<file path="config.mk">
export PLATFORM = sky130hd
export DESIGN_NAME = multicycle_control
export DESIGN_NICKNAME = d
export VERILOG_FILES = /design/src/rtl/multicycle_control_pkg.sv /design/src/rtl/mem_wait_timer.sv /design/src/rtl/multicycle_control.sv
export SDC_FILE = /design/constraint.sdc
export NUM_CORES = 1
export LEC_CHECK = 0
export BUFFER_PORTS_ARGS = -buffer_cell sky130_fd_sc_hd__buf_2
export CAP_MARGIN = 15
export CORE_MARGIN = 1.5
export CORE_UTILIZATION = 30
export DETAILED_ROUTE_END_ITERATION = 6
export GPL_TIMING_DRIVEN = 0
export REMOVE_ABC_BUFFERS = 1
export SLEW_MARGIN = 5
export SYNTH_ARGS = -nofsm -noshare
export SYNTH_HDL_FRONTEND = slang
export SYNTH_HIERARCHICAL = 1
export SYNTH_SLANG_ARGS = --single-unit
</file>
<file path="constraint.sdc">
create_clock -name clk -period 5.15 [get_ports clk]
set_input_delay 0.7725 -clock clk [delete_from_list [all_inputs] [get_ports clk]]
set_output_delay 0.7725 -clock clk [all_outputs]
set_load 0.01 [all_outputs]
</file>
<file path="src/rtl/multicycle_control_pkg.sv">
// rtl/multicycle_control_pkg.sv - shared encodings for the multicycle control FSM, ALU control and datapath
//
// Contents:
//   OP_*        7-bit opcode constants
//   ALU_OP_*    3-bit ALU_Op codes consumed by the ALU control
//   SRC_A_*, SRC_B_*, WB_*, PC_SRC_*   datapath mux-select encodings
//   state_t     4-bit FSM state encoding (also visible on state_o)
//   ctrl_t      bundle of state-decoded control outputs
//   decode_opcode / is_wait_state      helpers used by the FSM
package multicycle_control_pkg;

    localparam logic [6:0] OP_R      = 7'b0110011;
    localparam logic [6:0] OP_I      = 7'b0010011;
    localparam logic [6:0] OP_LOAD   = 7'b0000011;
    localparam logic [6:0] OP_STORE  = 7'b0100011;
    localparam logic [6:0] OP_BRANCH = 7'b1100011;
    localparam logic [6:0] OP_JAL    = 7'b1101111;
    localparam logic [6:0] OP_JALR   = 7'b1100111;
    localparam logic [6:0] OP_LUI    = 7'b0110111;

    localparam logic [2:0] ALU_OP_R    = 3'b000;
    localparam logic [2:0] ALU_OP_I    = 3'b001;
    localparam logic [2:0] ALU_OP_ADD  = 3'b010;
    localparam logic [2:0] ALU_OP_LUI  = 3'b100;
    localparam logic [2:0] ALU_OP_BR   = 3'b101;
    localparam logic [2:0] ALU_OP_JALR = 3'b111;

    localparam logic [1:0] SRC_A_PC     = 2'b00;
    localparam logic [1:0] SRC_A_RS1    = 2'b01;
    localparam logic [1:0] SRC_A_OLD_PC = 2'b10;

    localparam logic [1:0] SRC_B_RS2  = 2'b00;
    localparam logic [1:0] SRC_B_FOUR = 2'b01;
    localparam logic [1:0] SRC_B_IMM  = 2'b10;

    localparam logic [1:0] WB_ALU = 2'b00;
    localparam logic [1:0] WB_MEM = 2'b01;
    localparam logic [1:0] WB_PC4 = 2'b10;

    localparam logic [1:0] PC_SRC_ALU    = 2'b00;
    localparam logic [1:0] PC_SRC_ALUOUT = 2'b01;
    localparam logic [1:0] PC_SRC_BR     = 2'b10;

    typedef enum logic [3:0] {
        ST_FETCH    = 4'd0,
        ST_DECODE   = 4'd1,
        ST_EXEC_R   = 4'd2,
        ST_EXEC_I   = 4'd3,
        ST_MEM_ADDR = 4'd4,
        ST_MEM_RD   = 4'd5,
        ST_MEM_WB   = 4'd6,
        ST_MEM_WR   = 4'd7,
        ST_BRANCH   = 4'd8,
        ST_JAL      = 4'd9,
        ST_JALR     = 4'd10,
        ST_LUI      = 4'd11,
        ST_ALU_WB   = 4'd12,
        ST_HALT     = 4'd13
    } state_t;

    typedef struct packed {
        logic       ir_write;
        logic       pc_write;
        logic       mem_read;
        logic       mem_write;
        logic       i_or_d;
        logic       reg_write;
        logic [1:0] alu_src_a;
        logic [1:0] alu_src_b;
        logic [2:0] alu_op;
        logic [1:0] wb_sel;
        logic [1:0] pc_src;
    } ctrl_t;

    // Successor of DECODE; anything unrecognised parks the FSM in HALT.
    function automatic state_t decode_opcode(input logic [6:0] op);
        case (op)
            OP_R:               return ST_EXEC_R;
            OP_I:               return ST_EXEC_I;
            OP_LOAD, OP_STORE:  return ST_MEM_ADDR;
            OP_BRANCH:          return ST_BRANCH;
            OP_JAL:             return ST_JAL;
            OP_JALR:            return ST_JALR;
            OP_LUI:             return ST_LUI;
            default:            return ST_HALT;
        endcase
    endfunction

    // States that wait on the memory handshake and are guarded by the timer.
    function automatic logic is_wait_state(input state_t s);
        return (s == ST_FETCH) || (s == ST_MEM_RD) || (s == ST_MEM_WR);
    endfunction

endpackage

</file>
<file path="src/rtl/mem_wait_timer.sv">
// rtl/mem_wait_timer.sv - 4-bit memory wait counter with timeout compare
//
// Ports:
//   clk, reset   clock, asynchronous active-low reset
//   clear        restart the count (FSM is entering a new state)
//   inc          one more cycle spent waiting for mem_ready_i
//   expired      count has reached MEM_TIMEOUT
module mem_wait_timer #(
    parameter int MEM_TIMEOUT = 15
) (
    input  logic clk,
    input  logic reset,
    input  logic clear,
    input  logic inc,
    output logic expired
);

    localparam logic [3:0] LIMIT = 4'(MEM_TIMEOUT);

    logic [3:0] count;

    always_ff @(posedge clk or negedge reset) begin
        if (!reset) begin
            count <= '0;
        end else if (clear) begin
            count <= '0;
        end else if (inc) begin
            count <= count + 4'd1;
        end
    end

    assign expired = (count == LIMIT);

endmodule

</file>
<file path="src/rtl/multicycle_control.sv">
// rtl/multicycle_control.sv - multicycle RISC-V style control FSM with memory timeout fault
//
// Ports:
//   clk, reset                 clock, asynchronous active-low reset
//   opcode_i, zero_i           instruction opcode, ALU compare result
//   mem_ready_i                memory access completes this cycle
//   ir_write_o, pc_write_o     IR load, unconditional PC load
//   pc_cond_o                  PC load in BRANCH when zero_i is set
//   mem_read_o, mem_write_o    memory requests, i_or_d_o address select
//   reg_write_o                register file write
//   alu_src_a_o, alu_src_b_o, alu_op_o, wb_sel_o, pc_src_o   datapath selects
//   state_o                    current state (debug)
//   fault_o                    sticky illegal-opcode / memory-timeout flag
module multicycle_control
    import multicycle_control_pkg::*;
#(
    parameter int MEM_TIMEOUT = 15
) (
    input  logic       clk,
    input  logic       reset,
    input  logic [6:0] opcode_i,
    input  logic       zero_i,
    input  logic       mem_ready_i,
    output logic       ir_write_o,
    output logic       pc_write_o,
    output logic       pc_cond_o,
    output logic       mem_read_o,
    output logic       mem_write_o,
    output logic       i_or_d_o,
    output logic       reg_write_o,
    output logic [1:0] alu_src_a_o,
    output logic [1:0] alu_src_b_o,
    output logic [2:0] alu_op_o,
    output logic [1:0] wb_sel_o,
    output logic [1:0] pc_src_o,
    output logic [3:0] state_o,
    output logic       fault_o
);

    state_t state;
    state_t state_next;
    ctrl_t  ctrl;
    logic   fault;
    logic   wait_expired;
    logic   timed_out;

    // Completion wins over timeout when both happen in the same cycle.
    assign timed_out = is_wait_state(state) && !mem_ready_i && wait_expired;

    mem_wait_timer #(
        .MEM_TIMEOUT (MEM_TIMEOUT)
    ) u_mem_wait_timer (
        .clk     (clk),
        .reset   (reset),
        .clear   (state_next != state),
        .inc     (is_wait_state(state) && !mem_ready_i),
        .expired (wait_expired)
    );

    always_ff @(posedge clk or negedge reset) begin
        if (!reset) begin
            state <= ST_FETCH;
            fault <= 1'b0;
        end else begin
            state <= state_next;
            // Any fresh entry into HALT is a fault: illegal opcode or timeout.
            if (state_next == ST_HALT && state != ST_HALT) begin
                fault <= 1'b1;
            end
        end
    end

    always_comb begin
        state_next = state;
        case (state)
            ST_FETCH: begin
                if (mem_ready_i)    state_next = ST_DECODE;
                else if (timed_out) state_next = ST_HALT;
            end
            ST_DECODE:   state_next = decode_opcode(opcode_i);
            ST_EXEC_R,
            ST_EXEC_I,
            ST_LUI:      state_next = ST_ALU_WB;
            ST_MEM_ADDR: state_next = (opcode_i == OP_LOAD) ? ST_MEM_RD : ST_MEM_WR;
            ST_MEM_RD: begin
                if (mem_ready_i)    state_next = ST_MEM_WB;
                else if (timed_out) state_next = ST_HALT;
            end
            ST_MEM_WR: begin
                if (mem_ready_i)    state_next = ST_FETCH;
                else if (timed_out) state_next = ST_HALT;
            end
            ST_ALU_WB,
            ST_MEM_WB,
            ST_BRANCH,
            ST_JAL,
            ST_JALR:     state_next = ST_FETCH;
            ST_HALT:     state_next = ST_HALT;
            default:     state_next = ST_HALT;
        endcase
    end

    always_comb begin
        ctrl = '0;
        case (state)
            ST_FETCH: begin
                ctrl.mem_read  = 1'b1;
                ctrl.i_or_d    = 1'b0;
                ctrl.alu_src_a = SRC_A_PC;
                ctrl.alu_src_b = SRC_B_FOUR;
                ctrl.alu_op    = ALU_OP_ADD;
                ctrl.pc_src    = PC_SRC_ALU;
                // The fetched word and PC+4 are captured only on the completing cycle.
                ctrl.ir_write  = mem_ready_i;
                ctrl.pc_write  = mem_ready_i;
            end
            ST_DECODE: begin
                ctrl.alu_src_a = SRC_A_OLD_PC;
                ctrl.alu_src_b = SRC_B_IMM;
                ctrl.alu_op    = ALU_OP_ADD;
            end
            ST_EXEC_R: begin
                ctrl.alu_src_a = SRC_A_RS1;
                ctrl.alu_src_b = SRC_B_RS2;
                ctrl.alu_op    = ALU_OP_R;
            end
            ST_EXEC_I: begin
                ctrl.alu_src_a = SRC_A_RS1;
                ctrl.alu_src_b = SRC_B_IMM;
                ctrl.alu_op    = ALU_OP_I;
            end
            ST_LUI: begin
                ctrl.alu_src_b = SRC_B_IMM;
                ctrl.alu_op    = ALU_OP_LUI;
            end
            ST_ALU_WB: begin
                ctrl.reg_write = 1'b1;
                ctrl.wb_sel    = WB_ALU;
            end
            ST_MEM_ADDR: begin
                ctrl.alu_src_a = SRC_A_RS1;
                ctrl.alu_src_b = SRC_B_IMM;
                ctrl.alu_op    = ALU_OP_ADD;
            end
            ST_MEM_RD: begin
                ctrl.mem_read  = 1'b1;
                ctrl.i_or_d    = 1'b1;
            end
            ST_MEM_WB: begin
                ctrl.reg_write = 1'b1;
                ctrl.wb_sel    = WB_MEM;
            end
            ST_MEM_WR: begin
                ctrl.mem_write = 1'b1;
                ctrl.i_or_d    = 1'b1;
            end
            ST_BRANCH: begin
                ctrl.alu_src_a = SRC_A_RS1;
                ctrl.alu_src_b = SRC_B_RS2;
                ctrl.alu_op    = ALU_OP_BR;
                ctrl.pc_src    = PC_SRC_BR;
            end
            ST_JAL: begin
                ctrl.reg_write = 1'b1;
                ctrl.wb_sel    = WB_PC4;
                ctrl.pc_write  = 1'b1;
                ctrl.pc_src    = PC_SRC_ALUOUT;
            end
            ST_JALR: begin
                ctrl.alu_src_a = SRC_A_RS1;
                ctrl.alu_src_b = SRC_B_IMM;
                ctrl.alu_op    = ALU_OP_JALR;
                ctrl.pc_src    = PC_SRC_ALU;
                ctrl.pc_write  = 1'b1;
                ctrl.reg_write = 1'b1;
                ctrl.wb_sel    = WB_PC4;
            end
            default: ctrl = '0;
        endcase
    end

    // Strobes are gated by reset directly so an in-flight access drops at once,
    // without waiting for the state register to be observed.
    assign ir_write_o  = ctrl.ir_write  & reset;
    assign pc_write_o  = ctrl.pc_write  & reset;
    assign pc_cond_o   = (state == ST_BRANCH) & zero_i & reset;
    assign mem_read_o  = ctrl.mem_read  & reset;
    assign mem_write_o = ctrl.mem_write & reset;
    assign reg_write_o = ctrl.reg_write & reset;
    assign i_or_d_o    = ctrl.i_or_d;
    assign alu_src_a_o = ctrl.alu_src_a;
    assign alu_src_b_o = ctrl.alu_src_b;
    assign alu_op_o    = ctrl.alu_op;
    assign wb_sel_o    = ctrl.wb_sel;
    assign pc_src_o    = ctrl.pc_src;
    assign state_o     = state;
    assign fault_o     = fault;

endmodule

</file>
==> results of run 1 <==
## how the worst min path moves through the flow
stage,from,slack (ps),to
global route,reset,400,u_mem_wait_timer/count[1]
finish,reset,390,state_o[2]
CTS,reset,390,u_mem_wait_timer/count[1]
detailed placement,fault_o,460,fault_o
global placement,fault_o,460,fault_o
floorplan,reset,480,fault_o
## logic make-up after synthesis
family / after synthesis / share of synthesized area (%)
compound gates: 44 / 31.25
xor+xnor: 4 / 3.432
fa+ha+maj: 1 / 1.225
buf+inv: 13 / 6.126
flops: 9 / 22.06
mux: 3 / 3.431
simple gates: 57 / 32.48
## synthesized netlist by cell type (4+ instances only)
master	n
o21ai_1	7
a21oi_1	8
o21ai_0	5
and3_1	5
nand2_1	8
dfrtp_1	9
inv_1	4
nor2b_1	4
nand3_1	4
nand2b_1	4
nor2_1	12
buf_2	5
## sequential cells by signal, indices dropped and copies added (netlist names)
| signal | count |
|---|---|
| fault_o | 1 |
| u_mem_wait_timer/count | 4 |
| state_o | 4 |
## power breakdown
part	switching [W]	total (W)	internal [W]
Combinational	0.000226	0.000414	0.000188
Clock	0.0000243	0.0000529	0.0000286
Sequential	0.000101	0.000190	0.0000892
## worst max-delay path: cells and delay by family (launching register included)
| family | cells | cell delay, ps |
|---|---|---|
| and+or+nand+nor | 1 | 230 |
| AOI/OAI and AO/OA | 3 | 430 |
| DFF | 1 | 780 |
| buffers and inverters | 2 | 340 |
## stage by stage
step	instance area, um^2	hold WS [ps]	std cells
after detailed placement	1197	464.0	200
after global placement	1197	464.5	200
final	1225	392.1	204
after global routing	1225	400.5	204
after CTS	1225	387.0	204
after floorplan	977.2	476.9	123
## per-layer routing
layer	part of all wire [%]	up-vias	global-route usage, %
li1	-	542	-
met2	47	33	25.08
met5	0	-	0
met4	0.35	0	3.647
met1	47	491	19.00
met3	5.6	2	2.941
## layout make-up
type                    count  area [um^2]
flip-flops and latches      9        225.2
clock buffers               3        22.52
repair buffers             33        165.2
multi-input cells         109        733.2
clock inverters             1        5.005
inverters                   5        18.77
well taps                  44        55.05
fillers                   340         1928
==> impl_metrics.toml, run 1 <==
[run_status]
status = "finished, final reports clean"

[timing]
finalHoldViolCount = 0
fin_crit_ps = 2818
tns_ps = 0
slew_violations = 0
clock-skew-final_ps = 0.3575
relSlewSlack_pct = 45.11
tightest_slew_ps = 823.4
rsz0062_at_grt = "no"
fin_crit_sh_pct = 54.72
setup_ws_ps = 2332
finalSetupViolCount = 0
clock.fmax_mhz = 354.9

[cells_and_area]
layout-drive-gt1-share_pct = 28.75
most-common-layout-cells = "33 x buf_2, 12 x nor2_1, 9 x dfrtp_1, 8 x nand2_1, 8 x a21oi_1"
layout.nets = 173
layout_commonest_cell = "buf_2"
antennaDiodeCount = 0
final_util_pct = 38.85
area_growth_pct = 19.98

[yosys]
synth-main-ff-cell = "dfrtp_1"
yosys_warnings = 6
synth_seq_area_share_pct = 22.06
synth_top_area_share_pct = 22.06
synth_cells = 131
postSynth.asyncResetShare_pct = 100.0
synth_top_cells_by_area = "dfrtp_1 22%, nor2_1 4.4%, a21oi_1 3.9%"
synth_edf_count = 0
syn_area_mm2 = 0.001021
avgSynthCellArea_um2 = 7.794
yosysUniqueCellTypes = 53
yosysTopAreaCell = "dfrtp_1"
ys_seq_elements = 9

[clocking]
cts_tree = "done"
cts.sinks = 9
ctsRootBufferMaster = "clkbuf_4"
cts_resized = 0
post-cts-setup-buffer-count = 0
clk_pin_slew_worst_paths_ps = 60
htreeDepth = 1
cts_buffer_depth = 2
cts_inserted_buffers = 3
clk_latency_ps = 260
cts_hold_buf = 0

[worst_hold_path]
hp-class = "in2async"

[setup_path]
critPathLaunch = "state_o[3]"
ff2ff_setup_slack_ps = 2700
rr_startpoint = "state_o[1]"
crit_chain = "inv_1 > nor2_1 > o21ai_1 > a21oi_1 > o21a_1 > buf_2"
worst-endpoint-arrival_ps = 2050
r2r-end = "u_mem_wait_timer/count[3]"
end_kind = "primary output"
crit_fanout = 20
worst-setup-path-type = "reg2out"
critPathCapture = "reg_write_o"
critPathSlowestCell = "dfrtp_1"
rr_worst_depth = 7
cp-start-kind = "flip-flop"
cp.required_ps = 4380
cpPeakStageDelay_ps = 780

[floorplanning]
dieArea_mm2 = 0.003762
die_y_um = 61.34
num_rows = 20
ios = 34
die_width_um = 61.34
floorplan.initialDensity_pct = 32.38
core_area_mm2 = 0.003153

[global_route]
grt-ovfl-total = 0
grt_first_pass_wirelength_um = 4202
grt_usage_pct = 14.66
grt_pass1_vias = 932
grt_max_degree = 27
antenna_found_initial = 0

[drt]
drtIter0Drc = 64
vias = 1068
antenna_left = 0
routed_wl_um = 2571
routed_via_density = 5.235
drc = 0
first_pass_iters = 4
wire_per_inst_um = 12.60

[placed_design]
hpwlAfterDp_um = 1949
portBuffers = 33
dp_slack_ps = 2526
gp_congestion = 0.7940

[power]
p_leak_nw = 0.5814
ir_drop_uv = 236.0
power_w = 0.0006571
cellPowerDensity_mw_per_mm2 = 536.5

[run]
max-cap-violations = 0
(Power assumes the default switching activity.)
==> run 2, diff against run 1 <==
==> constraint.sdc (replaced) <==
create_clock -name clk -period 2.4 [get_ports clk]
set_input_delay 0.36 -clock clk [delete_from_list [all_inputs] [get_ports clk]]
set_output_delay 0.36 -clock clk [all_outputs]
set_load 0.01 [all_outputs]
==> run 2 against run 1 <==
Sequential share of layout area is 0.088 points higher; first-iteration DRC count is 25% lower; routed wire length is 0.82% higher; clock skew is 0.70 ps higher; register-to-register slack worse by 2500 ps; die area stayed put; critical endpoint is now u_mem_wait_timer/count[3].
==> impl_metrics.toml, run 2 (synthesized netlist as in run 1, its figures left out) <==
[clocking]
post-cts-setup-buffer-count = 0
cts_inserted_buffers = 3
htreeDepth = 1
ctsRootBufferMaster = "clkbuf_4"
cts_buffer_depth = 2
cts_tree = "done"
clk_pin_slew_worst_paths_ps = 60
cts.sinks = 9
clk_latency_ps = 260

[setup_path]
cp.required_ps = 2540
end_kind = "flip-flop"
crit_family = "compound AO/OA/AOI/OAI gates"
critPathSlowestCell = "dfrtp_1"
worst-setup-path-type = "reg2reg"
cp_num_buf_inv = 0
crit_chain = "ha_1 > and3_1 > o21ba_1 > o22ai_1 > a21o_1 > a221oi_1 > o2111ai_2 > nor2_1 > mux2_4"
worst-endpoint-arrival_ps = 2360
critPathLaunch = "u_mem_wait_timer/count[0]"
cpPeakStageDelay_ps = 400
cp-start-kind = "flip-flop"
rr_startpoint = "u_mem_wait_timer/count[0]"
crit_fanout = 5

[placed_design]
dp_slack_ps = -21.57
hpwlAfterDp_um = 1949
portBuffers = 33
gp_congestion = 0.7940

[timing]
fin_crit_sh_pct = 92.26
clock-skew-final_ps = 1.056
rsz0062_at_grt = "no"
tightest_slew_ps = 631.7
clock.fmax_mhz = 451.6
fin_crit_ps = 2214
relSlewSlack_pct = 57.56
finalSetupViolCount = 0
setup_ws_ps = 185.8
finalHoldViolCount = 0
slew_violations = 0
hold_ws_ps = 472.4

[global_route]
grt_usage_pct = 14.71
grt-ovfl-total = 0
grt_pass1_vias = 935
grt_max_degree = 27
antenna_found_initial = 0
grt_first_pass_wirelength_um = 4215

[drt]
first_pass_iters = 4
vias = 1077
wire_per_inst_um = 12.64
routed_via_density = 5.254
routed_wl_um = 2592
antenna_left = 0
drc = 0
drtIter0Drc = 48

[cells_and_area]
nFillCells = 336
final_util_pct = 39.52
layout.nets = 174
most-common-layout-cells = "33 x buf_2, 12 x nor2_1, 8 x nand2_1, 8 x a21oi_1, 7 x o21ai_1"
layout_commonest_cell = "buf_2"
layout-drive-gt1-share_pct = 31.68
antennaDiodeCount = 0
area_growth_pct = 22.06

[power]
cellPowerDensity_mw_per_mm2 = 1146
p_leak_nw = 0.5820
ir_drop_uv = 509.2

[floorplanning]
die_width_um = 61.34
floorplan.initialDensity_pct = 32.38
num_rows = 20
dieArea_mm2 = 0.003762
core_area_mm2 = 0.003153
ios = 34
die_y_um = 61.34

[worst_hold_path]
min_from = "fault_o"
hp-class = "reg2reg"

[run_status]
status = "finished, final reports clean"

[run]
max-cap-violations = 0
[run 2: layout make-up]
class	instances	area, um^2	share of cell area (%)
Tap cell	44	55.05	4.418
Inverter	5	18.77	1.506
Clock inverter	1	5.005	0.4016
Multi-Input combinational cell	109	739.5	59.34
Sequential cell	9	230.2	18.47
Timing Repair Buffer	34	175.2	14.06
Clock buffer	3	22.52	1.807
[run 2: repair_timing]
action,in CTS,in global routing
gates resized for setup,2,3
gates cloned,0,0
hold buffers,1,0
endpoints found under the setup margin,1,3
endpoints found under the hold margin,9,0
[run 2: per-layer routing]
metal  routed length, um  GRT usage (%)  share of wire (%)  up-vias
met5                   0              0                  0        -
met4                   9          3.647               0.35        0
met3                 147          2.941                5.7        2
met2                1231          25.08                 47       37
met1                1203          19.13                 46      496
li1                    -              -                  -      542
[run 2: worst paths after layout]
path / cells after the start / to / slack, ps
min in group asynchronous: 2 / u_mem_wait_timer/count[1] / 520
max: 9 / u_mem_wait_timer/count[3] / 190
max reg2reg: 9 / u_mem_wait_timer/count[3] / 190
min reg2reg: 1 / fault_o / 470
min: 1 / fault_o / 470
max in group asynchronous: 2 / state_o[1] / 1630
[run 2: where the power goes]
part | switching [W] | leakage, nW | internal, W | total, W
combinational | 0.000493 | 0.455 | 0.000409 | 0.000902
sequential | 0.000214 | 0.109 | 0.000199 | 0.000413
clock | 0.0000524 | 0.0177 | 0.0000614 | 0.000114
[run 2: stage by stage]
step	setup TNS, ps	instances	instance area (um^2)	power [W]
2_1_floorplan	0	123	977.2	0.0009840
4_1_cts	0	205	1237	0.001419
3_3_place_gp	0	200	1197	0.001271
6_report	0	205	1246	0.001429
5_1_grt	0	205	1246	0.001591
3_5_place_dp	-21.57	200	1197	0.001293
[run 2: worst register-to-register path, delay by kind of cell, from the launching register on]
kind	cells	cell delay, ps
AND/OR/NAND/NOR	2	270
adder cells (fa/ha/maj)	1	230
flip-flops	1	400
AO/OA/AOI/OAI	5	930
multiplexers	1	270
==> run 3, diff against run 2 <==
--- a/config.mk
+++ b/config.mk
@@ -10,7 +10,9 @@
 export CORE_MARGIN = 1.5
 export CORE_UTILIZATION = 30
 export DETAILED_ROUTE_END_ITERATION = 6
+export GPL_ROUTABILITY_DRIVEN = 0
 export GPL_TIMING_DRIVEN = 0
+export PLACE_DENSITY = 0.51
 export REMOVE_ABC_BUFFERS = 1
 export SLEW_MARGIN = 5
 export SYNTH_ARGS = -nofsm -noshare
==> run 3 against run 2 <==
Sequential power about the same; hold slack better by 11 ps; count of clock-buffer cells in the layout up 1; clock skew about the same; first-iteration DRC count is 140% higher; cell area shrank 0.10%; largest cell class unchanged; maximum frequency decreased by 2.7%; power is 1.2% higher.
==> impl_metrics.toml, run 3 (synthesized netlist as in run 1, its figures left out) <==
[run_status]
status = "finished, final reports clean"

[setup_path]
cp.required_ps = 2540
cp_num_buf_inv = 0
worst-endpoint-arrival_ps = 2410
end_kind = "flip-flop"
cpPeakStageDelay_ps = 410
r2r-end = "u_mem_wait_timer/count[3]"
ff2ff_setup_slack_ps = 120
crit_fanout = 5
crit_family = "compound AO/OA/AOI/OAI gates"
worst-setup-path-type = "reg2reg"
rr_startpoint = "u_mem_wait_timer/count[0]"
crit_chain = "ha_1 > and3_1 > o21ba_1 > o22ai_1 > a21o_1 > a221oi_1 > o2111ai_2 > nor2_1 > mux2_4"
cp-start-kind = "flip-flop"
rr_worst_depth = 9
critPathSlowestCell = "dfrtp_1"

[floorplanning]
num_rows = 20
dieArea_mm2 = 0.003762
die_width_um = 61.34
ios = 34
floorplan.initialDensity_pct = 32.38
die_y_um = 61.34
core_area_mm2 = 0.003153

[clocking]
clk_latency_ps = 250
cts_buffer_depth = 2
htreeDepth = 1
cts.sinks = 9
ctsRootBufferMaster = "clkbuf_4"
cts_inserted_buffers = 3
cts_tree = "done"
clk_pin_slew_worst_paths_ps = 60

[drt]
route.met3.wl_um = 120
vias = 1097
dr_wl_met2_um = 1335
drc = 0
wl_met1_um = 1340
routed_wl_um = 2805
first_pass_iters = 4
antenna_left = 0
highest-signal-layer = "met4"
wire_per_inst_um = 13.68
drtIter0Drc = 115
routed_via_density = 5.351

[placed_design]
dpl.cell_count = 200
placed_area_mm2 = 0.001197
hpwlAfterDp_um = 2015
portBuffers = 33
dp_slack_ps = -108.3

[global_route]
grt-ovfl-total = 0
grt_first_pass_wirelength_um = 4291
grt_max_degree = 27
grt_pass1_vias = 950
antenna_found_initial = 0
grt_usage_pct = 14.75

[timing]
fin_crit_ps = 2276
setup_ws_ps = 123.8
finalHoldViolCount = 0
tightest_slew_ps = 645.2
rsz0062_at_grt = "no"
slew_violations = 0
finalSetupViolCount = 0
fin_crit_sh_pct = 94.84
relSlewSlack_pct = 56.66
clock.fmax_mhz = 439.3
clock-skew-final_ps = 0.6912

[cells_and_area]
design_area_mm2 = 0.001245
multi_input_area_um2 = 739.5
layout.nets = 174
most-common-layout-cells = "33 x buf_2, 12 x nor2_1, 8 x nand2_1, 8 x a21oi_1, 7 x o21ai_1"
seqCellArea_um2 = 230.2
area_growth_pct = 21.94
layout_commonest_cell = "buf_2"
nFillCells = 358
antennaDiodeCount = 0
layout-drive-gt1-share_pct = 31.06
layoutNonFillerInstCount = 205

[worst_hold_path]
hp-class = "reg2reg"
holdPathEnd = "fault_o"
holdPathStages = 1
min_from = "fault_o"

[power]
p_leak_nw = 0.5793
ir_drop_uv = 481.7
power_w = 0.001447
cellPowerDensity_mw_per_mm2 = 1162

[run]
max-cap-violations = 0
## run 3: cell type report
cell class	instances	share of cell area, %
multi-input cells	109	59.40
inverters	5	1.508
well taps	44	4.422
clock buffers	4	2.111
repair buffers	34	14.07
flip-flops and latches	9	18.49
## run 3: through the flow
stage | hold WS [ps] | utilization, % | setup TNS (ps)
after global placement | 257.7 | 37.98 | -39.69
after detailed placement | 261.1 | 37.98 | -119.8
after global routing | 516.7 | 39.48 | 0
final | 483.4 | 39.48 | 0
after floorplan | 64.41 | - | 0
after CTS | 500.5 | 39.40 | 0
## run 3: power breakdown
part           total (W)  internal [W]  switching [W]
clock network   0.000114     0.0000639      0.0000498
registers       0.000414      0.000199       0.000214
logic           0.000919      0.000409       0.000510
total            0.00145      0.000672       0.000775
## run 3: timing repair
| item | CTS | global route |
|---|---|---|
| hold buffers | 1 | 0 |
| pin swaps | 0 | 0 |
| endpoints found under the hold margin | 9 | 0 |
| endpoints found under the setup margin | 2 | 3 |
| setup buffers | 0 | 0 |
| resized for setup | 3 | 2 |
## run 3: how the worst max path moves through the flow
| stage | depth (start not counted) | start | slack, ps | to |
|---|---|---|---|---|
| 2_1_floorplan | 7 | state_o[0] | 210 | u_mem_wait_timer/count[3] |
| 3_3_place_gp | 7 | state_o[1] | -40 | u_mem_wait_timer/count[3] |
| 3_5_place_dp | 7 | state_o[1] | -110 | u_mem_wait_timer/count[3] |
| 4_1_cts | 6 | state_o[3] | 40 | reg_write_o |
| 5_1_grt | 6 | state_o[1] | 30 | u_mem_wait_timer/count[3] |
| 6_report | 9 | u_mem_wait_timer/count[0] | 120 | u_mem_wait_timer/count[3] |
## run 3: routing by layer
layer,vias up,track usage (%)
met5,-,0
met4,0,3.647
met3,2,0.6303
met2,39,25.38
met1,516,20.41
li1,540,-
